## config.mk

```make
export PLATFORM = sky130hd
export DESIGN_NAME = uart_matrix_parser
export DESIGN_NICKNAME = d
export VERILOG_FILES = /design/src/rtl/uart_matrix_parser.sv
export SDC_FILE = /design/constraint.sdc
export NUM_CORES = 1
export LEC_CHECK = 0
export CAP_MARGIN = 25
export CELL_PAD_IN_SITES_DETAIL_PLACEMENT = 1
export CELL_PAD_IN_SITES_GLOBAL_PLACEMENT = 1
export CORE_AREA = 2 2 151 153
export CTS_BUF_LIST = sky130_fd_sc_hd__clkbuf_4
export DETAILED_ROUTE_END_ITERATION = 12
export DIE_AREA = 0 0 153 155
export PLACE_DENSITY_LB_ADDON = 0.1
export SYNTH_ARGS = -nofsm -noshare
export SYNTH_HDL_FRONTEND = slang
export SYNTH_SLANG_ARGS = --single-unit
```

## constraint.sdc

```tcl
create_clock -name clk -period 7.1 [get_ports clk]
set_clock_uncertainty 0.15 [all_clocks]
set_input_delay 1.42 -clock clk [delete_from_list [all_inputs] [get_ports clk]]
set_output_delay 1.42 -clock clk [all_outputs]
set_load 0.1 [all_outputs]
```

## src/rtl/uart_matrix_parser.sv

```systemverilog
// Parses "m n e0 .. e(m*n-1)" ASCII decimal text from the UART and writes the elements row-major to storage.
// Optional inter-byte idle timeout is compiled in with `define PARSE_TIMEOUT_EN.
module uart_matrix_parser #(
    parameter int MAX_DIM        = 5,
    parameter int ADDR_W         = 8,
    parameter int DATA_W         = 32,
    parameter int TIMEOUT_CYCLES = 100_000_000
) (
    input  logic              clk,
    input  logic              rst_n,
    input  logic              i_start,
    input  logic [ADDR_W-1:0] i_base_addr,
    input  logic              i_rx_valid,
    input  logic [7:0]        i_rx_data,
    output logic              o_wr_en,
    output logic [ADDR_W-1:0] o_wr_addr,
    output logic [DATA_W-1:0] o_wr_data,
    output logic [31:0]       o_m,
    output logic [31:0]       o_n,
    output logic              o_busy,
    output logic              o_done,
    output logic              o_err,
    output logic [2:0]        o_err_code
);

    localparam int EXT_W  = DATA_W + 4;
    localparam int TOT_RQ = $clog2(MAX_DIM * MAX_DIM + 1);
    localparam int TOT_W  = (TOT_RQ > 6) ? TOT_RQ : 6;

    localparam logic [EXT_W-1:0]  TEN     = EXT_W'(10);
    localparam logic [DATA_W-1:0] DIM_MAX = DATA_W'(MAX_DIM);

    localparam logic [2:0] ERR_NONE  = 3'd0;
    localparam logic [2:0] ERR_CHAR  = 3'd1;
    localparam logic [2:0] ERR_RANGE = 3'd2;
    localparam logic [2:0] ERR_OVF   = 3'd3;
    localparam logic [2:0] ERR_TMO   = 3'd4;

    typedef enum logic [2:0] {
        S_IDLE, S_GET_M, S_GET_N, S_GET_ELEM, S_DONE, S_ERR
    } state_t;

    state_t              state_q, state_d;
    logic [ADDR_W-1:0]   base_q, base_d;
    logic [DATA_W-1:0]   acc_q, acc_d;
    logic                seen_q, seen_d;
    logic [TOT_W-1:0]    idx_q, idx_d;
    logic [TOT_W-1:0]    total_q, total_d;
    logic [31:0]         m_q, m_d;
    logic [31:0]         n_q, n_d;
    logic [2:0]          code_q, code_d;
    logic                wr_en_q, wr_en_d;
    logic [ADDR_W-1:0]   wr_addr_q, wr_addr_d;
    logic [DATA_W-1:0]   wr_data_q, wr_data_d;
    logic                busy_q, done_q, err_q;

    logic [EXT_W-1:0]    acc_next;
    logic [TOT_W-1:0]    idx_inc;
    logic                is_digit, is_sep, in_range, overflow, active, timeout_hit;

    assign active   = (state_q == S_GET_M) || (state_q == S_GET_N) || (state_q == S_GET_ELEM);
    assign is_digit = (i_rx_data >= 8'h30) && (i_rx_data <= 8'h39);
    assign is_sep   = (i_rx_data == 8'h20) || (i_rx_data == 8'h0D) || (i_rx_data == 8'h0A);
    assign acc_next = EXT_W'(acc_q) * TEN + EXT_W'(i_rx_data[3:0]);
    assign overflow = (acc_next[EXT_W-1:DATA_W] != '0);
    assign in_range = (acc_q != '0) && (acc_q <= DIM_MAX);
    assign idx_inc  = idx_q + TOT_W'(1);

`ifdef PARSE_TIMEOUT_EN
    logic [31:0] to_cnt_q, to_cnt_d;

    always_comb begin
        to_cnt_d    = '0;
        timeout_hit = 1'b0;
        if (active && i_start && !i_rx_valid) begin
            to_cnt_d    = to_cnt_q + 32'd1;
            timeout_hit = (to_cnt_d == 32'(TIMEOUT_CYCLES));
        end
    end

    always_ff @(posedge clk or negedge rst_n) begin
        if (!rst_n) to_cnt_q <= '0;
        else        to_cnt_q <= to_cnt_d;
    end
`else
    // Always false; the parser waits indefinitely for the next byte.
    assign timeout_hit = (TIMEOUT_CYCLES < 0);
`endif

    always_comb begin
        state_d   = state_q;
        base_d    = base_q;
        acc_d     = acc_q;
        seen_d    = seen_q;
        idx_d     = idx_q;
        total_d   = total_q;
        m_d       = m_q;
        n_d       = n_q;
        code_d    = code_q;
        wr_en_d   = 1'b0;
        wr_addr_d = wr_addr_q;
        wr_data_d = wr_data_q;

        case (state_q)
            S_IDLE: begin
                if (i_start) begin
                    state_d = S_GET_M;
                    base_d  = i_base_addr;
                    acc_d   = '0;
                    seen_d  = 1'b0;
                    idx_d   = '0;
                    code_d  = ERR_NONE;
                end
            end

            S_GET_M, S_GET_N, S_GET_ELEM: begin
                if (!i_start) begin
                    state_d = S_IDLE;
                end else if (timeout_hit) begin
                    state_d = S_ERR;
                    code_d  = ERR_TMO;
                end else if (i_rx_valid) begin
                    if (is_digit) begin
                        if (overflow) begin
                            state_d = S_ERR;
                            code_d  = ERR_OVF;
                        end else begin
                            acc_d  = acc_next[DATA_W-1:0];
                            seen_d = 1'b1;
                        end
                    end else if (is_sep) begin
                        if (seen_q) begin
                            acc_d  = '0;
                            seen_d = 1'b0;
                            if (state_q == S_GET_ELEM) begin
                                wr_en_d   = 1'b1;
                                wr_addr_d = base_q + ADDR_W'(idx_q);
                                wr_data_d = acc_q;
                                idx_d     = idx_inc;
                                if (idx_inc == total_q) state_d = S_DONE;
                            end else if (!in_range) begin
                                state_d = S_ERR;
                                code_d  = ERR_RANGE;
                            end else if (state_q == S_GET_M) begin
                                m_d     = 32'(acc_q);
                                state_d = S_GET_N;
                            end else begin
                                n_d     = 32'(acc_q);
                                total_d = TOT_W'(m_q) * TOT_W'(acc_q);
                                state_d = S_GET_ELEM;
                            end
                        end
                    end else begin
                        state_d = S_ERR;
                        code_d  = ERR_CHAR;
                    end
                end
            end

            S_DONE, S_ERR: begin
                if (!i_start) state_d = S_IDLE;
            end

            default: state_d = S_IDLE;
        endcase
    end

    always_ff @(posedge clk or negedge rst_n) begin
        if (!rst_n) begin
            state_q   <= S_IDLE;
            base_q    <= '0;
            acc_q     <= '0;
            seen_q    <= 1'b0;
            idx_q     <= '0;
            total_q   <= '0;
            m_q       <= '0;
            n_q       <= '0;
            code_q    <= ERR_NONE;
            wr_en_q   <= 1'b0;
            wr_addr_q <= '0;
            wr_data_q <= '0;
            busy_q    <= 1'b0;
            done_q    <= 1'b0;
            err_q     <= 1'b0;
        end else begin
            state_q   <= state_d;
            base_q    <= base_d;
            acc_q     <= acc_d;
            seen_q    <= seen_d;
            idx_q     <= idx_d;
            total_q   <= total_d;
            m_q       <= m_d;
            n_q       <= n_d;
            code_q    <= code_d;
            wr_en_q   <= wr_en_d;
            wr_addr_q <= wr_addr_d;
            wr_data_q <= wr_data_d;
            busy_q    <= (state_d == S_GET_M) || (state_d == S_GET_N) || (state_d == S_GET_ELEM);
            done_q    <= (state_d == S_DONE);
            err_q     <= (state_d == S_ERR);
        end
    end

    assign o_wr_en    = wr_en_q;
    assign o_wr_addr  = wr_addr_q;
    assign o_wr_data  = wr_data_q;
    assign o_m        = m_q;
    assign o_n        = n_q;
    assign o_busy     = busy_q;
    assign o_done     = done_q;
    assign o_err      = err_q;
    assign o_err_code = code_q;

endmodule

```

==> impl_metrics.csv, run 1 <==
group,metric,value,unit
setup_path,cpMostUsedCell,"ha_1",
logic_synthesis,synthMuxAreaShare,6.16,%
pwr,switching_share,32.3,%
routing,vias,8355,
floorplan,start_util,46.7,%
logic_synthesis,syn_nets,1194,
pwr,cellLeakagePower,0.00580,µW
setup_path,crit_family,"compound AO/OA/AOI/OAI gates",
grt,grt_use_total,24.4,%
floorplan,placementRows,55,
placement,placed_cell_area,11900,µm²
logic_synthesis,yosys-top-cells-area,"dfrtp_1 (40%), ha_1 (9.3%), nand2_1 (6.9%), and2_1 (4.2%), xnor2_1 (3.8%)",
clocking,cts_setup_buffers,0,
logic_synthesis,yosys.area_share.simple,21.8,%
floorplan,die_w,153,µm
logic_synthesis,synth_top_area_share,40.0,%
setup_path,path_cells,"ha_1, ha_1, inv_1, fa_1, nand2b_1, a21oi_2, o21ai_0, a211oi_2, nor4_1, nor3b_1, nand2_1, nor4b_4, nor2_2, o21a_4, o31ai_4, buf_4, mux2_2",
logic_synthesis,synthArstFlopShare,100,%
grt,gr-usage-met2,41.4,%
sta,setup_viol,0,
routing,detail_route.iter0.violations,311,
setup_path,critical_path_buf_inv_count,2,
floorplan,die_y,155,µm
setup_path,slowest_stage,"dfrtp_1",
sta,slew-limit-headroom,31.0,%
logic_synthesis,synth_ff_type,"dfrtp_1",
grt,use_met1,32.7,%
routing,drt_wl_total,28600,µm
floorplan,dieArea,23700,µm²
pwr,p_clk_share,34.0,%
outcome,status,"completed",
logic_synthesis,seq_area_frac_synth,40.0,%
logic_synthesis,ys_warn_count,0,
grt,antenna_found_initial,1,
sta,maxClockFrequency,184,MHz
min_path,hp-class,"reg2reg",
routing,ant_nets,0,
sta,period_share,76.4,%
finish,drive_gt1_share,9.34,%
sta,setup_tns,0,ps
setup_path,crit_arrival,5770,ps
clocking,hold_buffers,0,
setup_path,worstPathMaxFanout,23,
routing,drtPass1Iterations,4,
grt,globalRoute.busiestLayer,"met2",
run,drv_cap,0,
finish,design_area,12200,µm²
clocking,clock_sinks,166,
grt,grt_remaining_overflow,0,
pwr,vdd_drop_max,82.0,µV
sta,period_minus_slack,5430,ps
pwr,p_int,1220,µW
setup_path,max_stage_delay,570,ps
logic_synthesis,synthXorXnorAreaFrac,5.82,%
setup_path,worstPathRequired,7440,ps
logic_synthesis,yosysUniqueCellTypes,80,
clocking,cts_root_buf,"clkbuf_4",
pwr,combPwrFrac,10.9,%
pwr,p_switching,579,µW
setup_path,crit_type,"reg2reg",
clocking,tritoncts,"yes",
logic_synthesis,synth_adder_area_share,10.8,%
clocking,cts_resized,0,
grt,grt_max_degree,100,
finish,nets,1312,
clocking,clkLatencyLatePin,600,ps
placement,portBuffers,129,
floorplan,fp.coreArea,22200,µm²
clocking,cts.clk_slew.worst_paths,170,ps
placement,place_congestion,0.873,
clocking,cts_buffer_depth,2,
logic_synthesis,synth_top_area_cell,"dfrtp_1",
logic_synthesis,synth_area,10400,µm²
logic_synthesis,synth-edff-count,0,
logic_synthesis,synth_seq_cells,166,
setup_path,end_kind,"flip-flop",
clocking,htreeDepth,4,
setup_path,worstSetupStartpointType,"flip-flop",
logic_synthesis,syn_inst,1089,
finish,fillCellCount,2553,
logic_synthesis,avgSynthCellArea,9.54,µm²
sta,rsz0062_at_grt,"false",
pwr,power.density,147,nW/µm²
pwr,pwr-share-seq,55.1,%
finish,syn2layout_area_growth,17.8,%
placement,dp_hpwl,21600,µm
clocking,cts_made_buffers,17,
routing,route.detailed.drc,0,
logic_synthesis,synth_top_family_by_area,"simple AND/OR/NAND/NOR gates",
sta,report.final.slew_viol_count,0,
grt,grt_pass1_vias,8661,
routing,avgRoutedWirePerCell,18.9,µm
floorplan,io_pins,131,
routing,vias_per_cell,5.54,
grt,met3_usage,4.01,%
grt,grt_pass1_wl,46600,µm
logic_synthesis,synth-compound-area-share,12.1,%
sta,finalHoldViolations,0,
sta,worst_slew_pin_slew,1030,ps
## cell type report
class                           count  area, µm²  area share (%)
Antenna cell                        3       7.51          0.0614
Clock buffer                       17        128            1.04
Clock inverter                     15        200            1.64
Inverter                           29        109           0.890
Multi-Input combinational cell    856       5900            48.2
Sequential cell                   166       4150            34.0
Tap cell                          285        357            2.92
Timing Repair Buffer              137       1380            11.3
## path summary, 6_finish.rpt
check	slack, ps	start	depth (start not counted)	end
worst max-delay path	1670	acc_q[1]	17	acc_q[4]
max in group asynchronous	4560	rst_n	2	acc_q[22]
worst min-delay path	340	o_wr_data[28]	2	o_wr_data[28]
worst max register to register	1670	acc_q[1]	17	acc_q[4]
min in group asynchronous	750	rst_n	1	o_wr_data[31]
worst min register to register	340	o_wr_data[28]	2	o_wr_data[28]
## placed cells by master (no fill, tap or decap), types with 17 or more instances in the layout
cell and instances:
a21oi_1 44, and2_1 70, clkbuf_4 17, clkdlybuf4s50_1 128, dfrtp_1 166, ha_1 77
inv_1 29, mux2_4 26, nand2_1 190, nand3_1 21, nor2_1 69, nor3_1 19
o21ai_0 67, xnor2_1 45, xor2_1 24
## worst min-delay path: stages, from the launching register on
cell and delay [ps]:
dfrtp_1 370, nand2_1 50, nand2_1 50
## cells in the mapped netlist (all sizes together) (20+ instances only)
cell type and instances:
nor3 20, nor2 71, o21ai 70, nand3 21, xor2 24, nand2 191
xnor2 45, clkbuf 22, mux2 41, dfrtp 166, ha 77, a21oi 48
and2 71, inv 29
## logic make-up after synthesis
| logic type | after synthesis |
|---|---|
| buf+inv | 67 |
| xor+xnor | 69 |
| flops | 166 |
| fa+ha+maj | 85 |
| mux | 49 |
| other cells | 1 |
| compound gates | 192 |
| simple gates | 460 |
## power groups by stage
| stage | combinational [µW] | sequential (µW) | clock [µW] |
|---|---|---|---|
| after floorplan | 120 | 1020 | 0 |
| after global placement | 193 | 1000 | 0 |
| after detailed placement | 199 | 1010 | 0 |
| after CTS | 199 | 989 | 631 |
| after global routing | 217 | 993 | 658 |
| final | 196 | 989 | 610 |
## routing by layer
| metal | routed length [µm] | part of all wire (%) | vias to the layer above |
|---|---|---|---|
| met4 | 475 | 1.7 | 0 |
| met2 | 13700 | 48 | 149 |
| li1 | - | - | 4017 |
| met1 | 13400 | 47 | 4161 |
| met3 | 957 | 3.4 | 28 |
| met5 | 0 | 0 | - |
## sequential cells by signal (all words and copies together) (netlist names)
| register | count |
|---|---|
| acc_q | 32 |
| o_m | 32 |
| o_n | 32 |
| o_wr_data | 32 |
| base_q | 8 |
| o_wr_addr | 8 |
| idx_q | 6 |
| total_q | 6 |
| state_q | 3 |
| o_err_code | 2 |
| o_busy | 1 |
| o_done | 1 |
| o_err | 1 |
| o_wr_en | 1 |
| seen_q | 1 |
## metrics by stage
stage / setup slack (ps) / util, % / hold slack (ps) / total power [µW] / std cells
after floorplan: 2210 / - / 319 / 1140 / 1089
after global placement: 1280 / 53.3 / 306 / 1200 / 1470
after detailed placement: 1230 / 53.5 / 315 / 1210 / 1473
after CTS: 1650 / 55.0 / 350 / 1820 / 1505
after global routing: 1340 / 55.0 / 375 / 1870 / 1507
final: 1670 / 55.0 / 344 / 1800 / 1508
Power figures use the tool's default switching activity.
==> run 2, diff against run 1 <==
Settings changed: CORE_AREA 2 2 151 153 to 2 2 155 157, DIE_AREA 0 0 153 155 to 0 0 157 159.
Clock period 7.1 ns to 5.4 ns, I/O delays scaled along.
==> run 2 against run 1 <==
  * Count of clock-buffer cells in the layout unchanged
  * Critical path depth unchanged
  * Worst setup slack got worse by 1400 ps
  * First-iteration DRC count is 17% higher
  * Combinational power up 36%
  * Global-route usage down 0.50 points
  * Largest power group unchanged
==> impl_metrics.csv, run 2 (same netlist as run 1, synthesis figures left out) <==
group,metric,value,unit
outcome,status,"completed",
setup_path,end_kind,"flip-flop",
placement,dp.cells,1518,
sta,rsz0062_at_grt,"false",
pwr,power.density,188,nW/µm²
finish,fin_cells,1554,
clocking,hold_buffers,0,
routing,drtPass1Iterations,5,
routing,detail_route.iter0.violations,363,
routing,vias,8349,
pwr,vdd_drop_max,134,µV
clocking,cts_buffer_depth,2,
grt,grt_pass1_vias,8837,
setup_path,path_cells,"ha_1, ha_1, inv_1, fa_1, nand2b_1, a21oi_2, o21a_1, o211ai_1, and2_1, a311o_1, nand4b_1, nor4b_4, nor2_2, o21a_4, o31ai_4, buf_12, mux2_2",
clocking,cts_resized,0,
finish,layout_commonest_cell,"nand2_1",
clocking,htreeDepth,4,
setup_path,worstPathRequired,5710,ps
grt,grt_remaining_overflow,0,
setup_path,worstPathMaxFanout,24,
floorplan,die_w,157,µm
clocking,clkLatencyLatePin,590,ps
clocking,cts_made_buffers,17,
setup_path,worstSetupStartpoint,"acc_q[1]",
grt,grt_max_degree,86,
floorplan,placementRows,56,
setup_path,cpMostUsedCell,"ha_1",
pwr,cellLeakagePower,0.00586,µW
setup_path,reg2reg_setup_slack,310,ps
setup_path,crit_type,"reg2reg",
sta,slew-limit-headroom,32.1,%
placement,dp_hpwl,21600,µm
finish,fillCellCount,2668,
clocking,cts_setup_buffers,0,
finish,drive_gt1_share,10.2,%
setup_path,r2r-end,"acc_q[3]",
routing,avgRoutedWirePerCell,18.5,µm
grt,grt_use_total,23.9,%
setup_path,crit_arrival,5400,ps
sta,maxClockFrequency,196,MHz
finish,nets,1324,
floorplan,die_y,159,µm
placement,place_congestion,0.874,
setup_path,crit_end,"acc_q[3]",
routing,ant_nets,0,
sta,period_share,94.3,%
routing,route.detailed.drc,0,
grt,grt_pass1_wl,47600,µm
setup_path,max_stage_delay,410,ps
floorplan,start_util,44.8,%
setup_path,r2r_cells,17,
floorplan,fp.coreArea,23200,µm²
finish,syn2layout_area_growth,18.8,%
setup_path,reg2reg_from,"acc_q[1]",
sta,period_minus_slack,5090,ps
setup_path,slowest_stage,"dfrtp_1",
finish,final-seq-area,4150,µm²
sta,report.final.slew_viol_count,0,
setup_path,worstSetupStartpointType,"flip-flop",
placement,portBuffers,129,
routing,drt_wl_total,28700,µm
clocking,tritoncts,"yes",
finish,final_core_util,53.2,%
sta,worst_slew_pin_slew,1010,ps
min_path,hp-class,"in2async",
sta,finalHoldViolations,0,
clocking,cts_root_buf,"clkbuf_4",
clocking,clock_sinks,166,
sta,setup_tns,0,ps
floorplan,dieArea,25000,µm²
run,drv_cap,0,
routing,vias_per_cell,5.37,
finish,multi_input_area,5900,µm²
finish,layout_common_cells,"nand2_1 (190), dfrtp_1 (166), clkdlybuf4s50_1 (128), ha_1 (77), and2_1 (70)",
clocking,cts.clk_slew.worst_paths,160,ps
grt,antenna_found_initial,3,
floorplan,io_pins,131,
pwr,total_power,2320,µW
sta,setup_viol,0,
run 2: where the power goes:
part	internal [µW]	switching, µW	total, µW
Clock	219	533	752
Sequential	1270	28.6	1300
Combinational	105	161	266
run 2: critical path, delay by kind of cell, from the launching register on:
kind	cells	cell delay, ps
buffers and inverters	2	340
DFF	1	410
adders and majority gates	3	910
AOI/OAI and AO/OA	6	1700
muxes	1	360
and+or+nand+nor	5	1110
run 2: cell type report:
type	count	share of cell area, %
Sequential cell	166	33.7
Timing Repair Buffer	149	12.0
Multi-Input combinational cell	856	47.8
Tap cell	319	3.23
Clock inverter	15	1.37
Inverter	29	0.882
Antenna cell	3	0.0608
Clock buffer	17	1.03
run 2: worst min path at each step:
| stage | startpoint | endpoint | slack (ps) | cells after the start |
|---|---|---|---|---|
| 6_report | rst_n | o_wr_data[29] | 340 | 1 |
| 5_1_grt | o_wr_data[4] | o_wr_data[4] | 370 | 2 |
| 3_3_place_gp | o_wr_data[4] | o_wr_data[4] | 310 | 2 |
| 2_1_floorplan | total_q[0] | total_q[0] | 320 | 2 |
| 3_5_place_dp | o_wr_data[9] | o_wr_data[9] | 310 | 2 |
| 4_1_cts | o_wr_data[27] | o_wr_data[27] | 350 | 2 |
run 2: layer usage:
layer / part of all wire (%) / GRT usage [%] / wire length [µm] / up-vias
li1: - / - / - / 4042
met1: 47 / 32.8 / 13500 / 4160
met2: 49 / 39.5 / 13900 / 126
met3: 3.1 / 4.30 / 875 / 21
met4: 1.2 / 4.92 / 355 / 0
met5: 0 / 0 / 0 / -
run 2: stage by stage:
stage,hold slack (ps),cell area (µm²),worst slack (ps)
after floorplan,319,10400,697
after global placement,308,12000,179
after detailed placement,311,12000,82.6
after CTS,350,12300,299
after global routing,367,12300,51.3
final,341,12300,308
==> run 3, diff against run 2 <==
Settings changed: CORE_AREA 2 2 155 157 to 2 2 146 148, DIE_AREA 0 0 157 159 to 0 0 148 150, DONT_BUFFER_PORTS set to 1, REMOVE_ABC_BUFFERS set to 1.
==> run 3 against run 2 <==
  * Core utilization up 0.12 points
  * Clock power up 6.0%
  * Worst setup slack better by 11 ps
  * Die area down 11%
  * Critical path depth unchanged
==> impl_metrics.csv, run 3 (same netlist as run 1, synthesis figures left out) <==
group,metric,value,unit
floorplan,die_w,148,µm
sta,period_share,94.1,%
setup_path,worstSetupStartpointType,"flip-flop",
setup_path,reg2reg_setup_slack,320,ps
finish,design_area,11000,µm²
sta,finalHoldViolations,0,
clocking,cts.clk_slew.worst_paths,170,ps
pwr,switching_share,31.8,%
outcome,status,"completed",
setup_path,slowest_stage,"dfrtp_1",
grt,antenna_found_initial,0,
clocking,cts_buffer_depth,2,
pwr,total_power,2330,µW
clocking,cts_root_buf,"clkbuf_4",
routing,avgRoutedWirePerCell,20.4,µm
grt,grt_use_total,25.9,%
min_path,hp-class,"in2async",
setup_path,path_cells,"ha_1, ha_1, inv_1, fa_1, nand2b_1, a21oi_2, xor2_1, nand3_1, nor4b_2, and4_1, and4_4, nor4b_4, nor2_2, o21a_4, o31ai_4, buf_12, mux2_2",
setup_path,crit_type,"reg2reg",
finish,layout_common_cells,"nand2_1 (190), dfrtp_1 (165), ha_1 (77), and2_1 (70), nor2_1 (69)",
pwr,cellLeakagePower,0.00542,µW
sta,maxClockFrequency,197,MHz
routing,ant_nets,0,
routing,vias_per_cell,5.79,
sta,slew-limit-headroom,33.2,%
pwr,pwr-share-seq,57.2,%
placement,dp_hpwl,21000,µm
sta,setup_viol,0,
floorplan,dieArea,22200,µm²
routing,drt_wl_total,28100,µm
floorplan,placementRows,53,
grt,grt_max_degree,167,
sta,report.final.slew_viol_count,0,
clocking,htreeDepth,4,
setup_path,r2r-end,"acc_q[4]",
clocking,tritoncts,"yes",
finish,nets,1193,
placement,portBuffers,0,
sta,period_minus_slack,5080,ps
grt,grt_pass1_vias,8474,
finish,syn2layout_area_growth,6.22,%
floorplan,io_pins,131,
floorplan,fp.coreArea,20700,µm²
grt,grt_remaining_overflow,0,
routing,detail_route.iter0.violations,350,
setup_path,max_stage_delay,450,ps
sta,worst_slew_pin_slew,999,ps
setup_path,reg2reg_from,"acc_q[3]",
placement,pre_cts_slack,340,ps
clocking,clkLatencyLatePin,590,ps
floorplan,start_util,50.2,%
placement,placed_cell_area,10600,µm²
pwr,combPwrFrac,8.7,%
clocking,cts_made_buffers,17,
setup_path,end_kind,"flip-flop",
pwr,power.density,212,nW/µm²
pwr,vdd_drop_max,159,µV
clocking,clock_sinks,166,
sta,whs,353,ps
sta,rsz0062_at_grt,"false",
routing,drtPass1Iterations,4,
finish,drive_gt1_share,11.3,%
finish,antenna_cells,0,
setup_path,r2r_cells,17,
finish,final_core_util,53.3,%
setup_path,worstPathRequired,5740,ps
setup_path,crit_arrival,5430,ps
routing,route.detailed.drc,0,
routing,vias,7962,
grt,grt_pass1_wl,45400,µm
pwr,p_clk_share,34.1,%
sta,timing.final.ws_setup,319,ps
run,drv_cap,0,
pwr,p_switching,743,µW
setup_path,worstPathMaxFanout,32,
floorplan,die_y,150,µm
pwr,p_int,1590,µW
placement,place_congestion,0.866,
finish,layout_commonest_cell,"nand2_1",
setup_path,cpMostUsedCell,"ha_1",
## run 3: changes by cell type in the layout (fill, tap and decap cells not counted), sizes merged
cell	previous run	this run
clkdlybuf4s50	128	0
buf	21	17
diode	3	0
clkinv	6	8
inv	38	36
clkbuf	17	18
## run 3: worst max path at each step
stage	from	to	slack [ps]
finish	acc_q[3]	acc_q[4]	320
detailed placement	acc_q[2]	acc_q[4]	340
global placement	acc_q[2]	acc_q[4]	490
floorplan	acc_q[1]	acc_q[3]	-140
CTS	acc_q[2]	acc_q[4]	270
global route	acc_q[3]	acc_q[4]	50
## run 3: layout make-up
class / count / area [µm²]
fillers: 2376 / 9660
multi-input cells: 856 / 5900
flip-flops and latches: 166 / 4160
well taps: 275 / 344
clock inverters: 15 / 214
repair buffers: 18 / 185
clock buffers: 17 / 128
inverters: 29 / 109
## run 3: power by group through the flow
| stage | registers (µW) | logic, µW | clock network [µW] |
|---|---|---|---|
| final | 1330 | 203 | 797 |
| after global routing | 1340 | 228 | 874 |
| after CTS | 1330 | 206 | 826 |
| after detailed placement | 1360 | 178 | 0 |
| after global placement | 1360 | 172 | 0 |
| after floorplan | 1350 | 143 | 0 |
## run 3: critical path: cells and delay by family (launching register included)
| family | cells | cell delay, ps |
|---|---|---|
| simple gates | 7 | 1830 |
| fa+ha+maj | 3 | 920 |
| compound gates | 3 | 620 |
| flops | 1 | 450 |
| buf+inv | 2 | 370 |
| mux | 1 | 370 |
| xor+xnor | 1 | 280 |
## run 3: metrics by stage
step,TNS (ps),cells
after floorplan,-1890,1051
after global placement,0,1341
after detailed placement,0,1341
after CTS,0,1374
after global routing,0,1376
final,0,1376
## run 3: timing repair
action / in CTS / in global routing
endpoints found under the setup margin: 0 / 28
gates resized for setup: 0 / 1
setup buffers: 0 / 1
hold buffers: 1 / 0
hold endpoints to repair: 166 / 0
## run 3: metal layers
metal / global-route usage [%] / up-vias / part of all wire [%]
li1: - / 3779 / -
met1: 35.0 / 3986 / 46
met2: 42.2 / 166 / 48
met3: 5.88 / 31 / 4.8
met4: 7.05 / 0 / 1.8
met5: 0 / - / 0
